===== config.mk =====
export PLATFORM = sky130hd
export DESIGN_NAME = bootram_ctrl
export DESIGN_NICKNAME = d
export VERILOG_FILES = /design/src/rtl/bootram_ctrl.sv
export SDC_FILE = /design/constraint.sdc
export NUM_CORES = 1
export LEC_CHECK = 0
export BUFFER_PORTS_ARGS = -buffer_cell sky130_fd_sc_hd__buf_2
export CORE_AREA = 2 2 81 83
export DETAILED_ROUTE_END_ITERATION = 8
export DIE_AREA = 0 0 83 85
export PLACE_DENSITY_LB_ADDON = 0.1
export SLEW_MARGIN = 10
export SYNTH_ARGS = -nofsm -noshare
export SYNTH_HDL_FRONTEND = slang
export SYNTH_SLANG_ARGS = --single-unit

===== constraint.sdc =====
create_clock -name clk -period 1.9 [get_ports clk]
set_input_delay 0.285 -clock clk [delete_from_list [all_inputs] [get_ports clk]]
set_output_delay 0.285 -clock clk [all_outputs]
set_load 0.005 [all_outputs]

===== src/rtl/bootram_ctrl.sv =====
// Boot RAM controller: loader/CPU arbitration over four byte-lane BRAMs with CPU write-protect.
// Loader byte writes are accepted in the same cycle; CPU read/write completes one cycle after grant.
module bootram_ctrl #(
    parameter int   ADDR_W   = 11,
    parameter logic WP_RESET = 1'b1
) (
    input  logic              clk,
    input  logic              reset,
    input  logic              cpu_valid,
    input  logic [31:0]       cpu_addr,
    input  logic [31:0]       cpu_wdata,
    input  logic [3:0]        cpu_wstrb,
    output logic [31:0]       cpu_rdata,
    output logic              cpu_ready,
    input  logic              ld_valid,
    input  logic [ADDR_W+1:0] ld_addr,
    input  logic [7:0]        ld_data,
    output logic              ld_ready,
    input  logic              wp_set,
    input  logic              wp_clr,
    output logic              wp,
    output logic              wp_viol,
    output logic              ram_ce,
    output logic              ram_oce,
    output logic [3:0]        ram_wre,
    output logic [ADDR_W-1:0] ram_ad,
    output logic [31:0]       ram_din,
    input  logic [31:0]       ram_dout
);

    typedef enum logic [1:0] {
        IDLE,
        RD_DATA,
        WR_ACK
    } state_t;

    state_t state, state_nxt;
    logic   wp_q;

    // Upper address bits alias and byte offset is irrelevant for word access.
    logic unused_addr_bits;
    assign unused_addr_bits = ^{cpu_addr[31:ADDR_W+2], cpu_addr[1:0]};

    always_ff @(posedge clk or posedge reset) begin
        if (reset) begin
            state <= IDLE;
            wp_q  <= WP_RESET;
        end else begin
            state <= state_nxt;
            if (wp_set)
                wp_q <= 1'b1;
            else if (wp_clr)
                wp_q <= 1'b0;
        end
    end

    always_comb begin
        state_nxt = state;
        cpu_rdata = '0;
        cpu_ready = 1'b0;
        ld_ready  = 1'b0;
        wp_viol   = 1'b0;
        ram_ce    = 1'b0;
        ram_wre   = 4'b0000;
        ram_ad    = '0;
        ram_din   = '0;
        // Outputs are forced quiet while reset is held, regardless of pending requests.
        if (!reset) begin
            case (state)
                IDLE: begin
                    if (ld_valid) begin
                        ram_ce   = 1'b1;
                        ram_ad   = ld_addr[ADDR_W+1:2];
                        ram_din  = {4{ld_data}};
                        ram_wre  = 4'b0001 << ld_addr[1:0];
                        ld_ready = 1'b1;
                    end else if (cpu_valid) begin
                        ram_ce = 1'b1;
                        ram_ad = cpu_addr[ADDR_W+1:2];
                        if (cpu_wstrb == 4'b0000) begin
                            state_nxt = RD_DATA;
                        end else begin
                            ram_din   = cpu_wdata;
                            ram_wre   = wp_q ? 4'b0000 : cpu_wstrb;
                            wp_viol   = wp_q;
                            state_nxt = WR_ACK;
                        end
                    end
                end
                RD_DATA: begin
                    cpu_ready = 1'b1;
                    cpu_rdata = ram_dout;
                    state_nxt = IDLE;
                end
                WR_ACK: begin
                    cpu_ready = 1'b1;
                    state_nxt = IDLE;
                end
                default: state_nxt = IDLE;
            endcase
        end
    end

    assign wp      = wp_q;
    assign ram_oce = ram_ce;

endmodule

==> reports/results.tsv <==
stage	metric	value	unit
logic_synthesis	Syn Area/Cell	6.38	um^2
worst_hold_path	Hold Crit Class	input pin to async pin	
logic_synthesis	top post-synthesis cells by area	and2_1 24%, a31oi_1 19%, nor2_1 12%, a22o_1 9.1%, dfrtp_1 4.7%	
drt	WL/cell	14.6	um
cells_and_area	fraction of layout instances using a drive strength above 1	0.604	
logic_synthesis	sequential cell area fraction in the yosys report	0.0720	
global_routing	antenna violations before repair	3	
logic_synthesis	Yosys reg bits	3	
drt	via count	1953	
timing	final hold vios	0	
clocking	clk slew on worst S/H paths	0.03	ns
logic_synthesis	Synth area leader	and2_1	
clocking	Root Driver	clkbuf_8	
timing	Max Clk Rate	0.558	GHz
place	placed insts	420	
worst_setup_path	CP max stage cell	or4_4	
clocking	clk buf depth	2	
logic_synthesis	Post-Synthesis Cells	166	
worst_setup_path	CP arrival	1.51	ns
global_routing	Total GRT Usage	0.156	
worst_setup_path	Top cell by count, worst path	buf_2	
power	Leak	1.33	nW
clocking	Clock Latency Late Sink	0.21	ns
timing	Final Cycle Share	0.943	
cells_and_area	Layout Nets	481	
global_routing	number of global-route vias before repair	1777	
place	IO Port Bufs	190	
die	Starting Density	0.171	
cells_and_area	Post-Layout Cell Count	431	
worst_setup_path	WS Path Type	input pin to primary output	
worst_setup_path	worst path cell trace	buf_2 -> or4_4 -> a31oi_1 -> nor2_1 -> buf_2	
logic_synthesis	yosys warns	0	
cells_and_area	Syn-to-layout area delta	106	%
timing	crit path time final	1.79	ns
drt	vias per cell	4.53	
worst_setup_path	worst path bufs/invs	2	
global_routing	GRT overflow	0	
drt	Iter 0 DRT Violations	58	
clocking	Clock Sinks	3	
cells_and_area	post-layout util	0.351	
timing	Slew Limit Headroom	0.820	
worst_setup_path	Largest stage delay, worst path	0.68	ns
clocking	Hold Buf Count CTS	0	
worst_setup_path	worst reg-to-reg setup slack	0.61	ns
worst_setup_path	required time worst endpoint	1.62	ns
drt	ANT nets after route	0	
global_routing	largest net degree at the start of global routing	36	
timing	final setup fails	0	
die	Die Ht	85	um
clocking	TritonCTS buffer count	3	
cells_and_area	design area	2180	um^2
clocking	CTS tree	done	
drt	Total Wirelength	6290	um
worst_setup_path	type of origin of the critical path	input pin	
cells_and_area	FILL cells	696	
die	die area	7060	um^2
worst_setup_path	Worst Path Max Fanout	18	
power	power per cell area	367	nW/um^2
drt	Pre-antenna DRT Iters	4	
logic_synthesis	post-synth cell types	23	
timing	worst slew pin tran	0.270	ns
logic_synthesis	Syn Std Cell Area	1060	um^2
die	die width	83	um
drt	number of remaining DRC errors	0	
power	IR drop worst, VDD	0.000152	V
place	Post-DP Area	2060	um^2
timing	clock skew	0.000992	ns
worst_setup_path	cell family with most CP delay	simple AND/OR/NAND/NOR gates	
die	Placeable Area	6200	um^2
place	post-DP HPWL	4980	um
outcome	status	completed	
logic_synthesis	Synth top area share	0.236	
worst_setup_path	crit end category	primary output	
place	GPL Wtd Cong	0.834	
die	# rows	29	
logic_synthesis	post-synthesis net count	295	
flow_run	max_cap viols	0	
clocking	H-tree Lvls	1	
timing	RSZ-0062 raised after global routing	no	
die	num ports	212	
timing	Final TNS setup	0	ns
timing	Slew Viols, Final	0	
global_routing	global-route wire length before repair	8970	um
[metrics by stage]
step | power [mW] | worst slack, ns | hold slack (ns)
after floorplan | 0.321 | 0.270 | 0.0431
after global placement | 0.580 | 0.0437 | 0.290
after detailed placement | 0.580 | 0.0304 | 0.296
after CTS | 0.767 | 0.0276 | 0.0737
after global routing | 0.873 | 0.0187 | 0.109
final | 0.801 | 0.109 | 0.0900
[area by class of cell]
type | instances | area, um^2 | area share
Multi-Input combinational cell | 138 | 877 | 0.402
Timing Repair Buffer | 200 | 1050 | 0.484
Antenna cell | 3 | 7.51 | 0.00344
Sequential cell | 3 | 76.3 | 0.0350
Clock buffer | 4 | 45.0 | 0.0207
Inverter | 6 | 22.5 | 0.0103
Tap cell | 77 | 96.3 | 0.0442
[cells in the final DEF (no fill, tap or decap), types with 2 or more instances in the layout]
| cell type | instances |
|---|---|
| diode_2 | 3 |
| clkbuf_8 | 3 |
| inv_1 | 6 |
| buf_2 | 190 |
| dfrtp_1 | 2 |
| a31oi_1 | 32 |
| a32o_1 | 4 |
| nor2_1 | 34 |
| nor2b_2 | 2 |
| and2_1 | 40 |
| buf_4 | 7 |
| buf_12 | 2 |
| or4_4 | 2 |
| a22o_1 | 11 |
[report_power, final]
part           internal (mW)  switching (mW)  total [mW]
logic                  0.279           0.261       0.540
registers             0.0742         0.00346      0.0777
clock network          0.143          0.0406       0.183
[tightest hold or removal path, delay by kind of cell]
family | cells | cell delay (ns)
buffers and inverters | 3 | 0.34
[sequential cells by signal, indices dropped and copies added, names as in the netlist]
signal and flops:
wp 1, state 2
[kinds of logic (layout without fill, tap and decap cells)]
| family | count (synthesis) | in the layout | synth area share |
|---|---|---|---|
| fa+ha+maj | 2 | 2 | 0.0236 |
| other cells | 0 | 3 | 0 |
| simple gates | 84 | 85 | 0.417 |
| flops | 3 | 3 | 0.0720 |
| compound gates | 51 | 51 | 0.346 |
| buf+inv | 26 | 210 | 0.142 |
[synth_stat cells, drive strengths merged]
library cell,number
a21o,1
or4,1
nor2b,3
and3,2
clkbuf,9
nor3,1
inv,6
a31oi,32
ha,2
nand2b,2
o2bb2ai,1
a22o,11
and2,40
a21oi,1
dfstp,1
buf,11
dfrtp,2
o32ai,1
nor2,35
a32o,4
[layer usage]
metal  wire length (um)  vias to the layer above  GRT usage
met5                  0                        -          0
met4                121                        0     0.0537
met3                577                        6     0.0321
met2               3270                      123      0.288
met1               2320                      860      0.177
li1                   -                      964          -
[final timing paths]
kind                       depth (start not counted)    startpoint           to
min in group clk                                   2        wp_set           wp
setup / recovery                                   5  cpu_wstrb[0]  ram_din[12]
hold reg to reg                                    1            wp           wp
setup reg to reg                                   5      state[0]     state[0]
hold / removal                                     3         reset     state[0]
max in group asynchronous                          3         reset           wp
[repair_timing]
| action | in CTS | in global routing |
|---|---|---|
| resized for setup | 1 | 9 |
| endpoints found under the hold margin | 0 | 0 |
| cloned | 0 | 2 |
| pin swaps | 0 | 2 |
| endpoints found under the setup margin | 15 | 46 |
| buffers inserted | 0 | 2 |
Power figures use the tool's default switching activity.
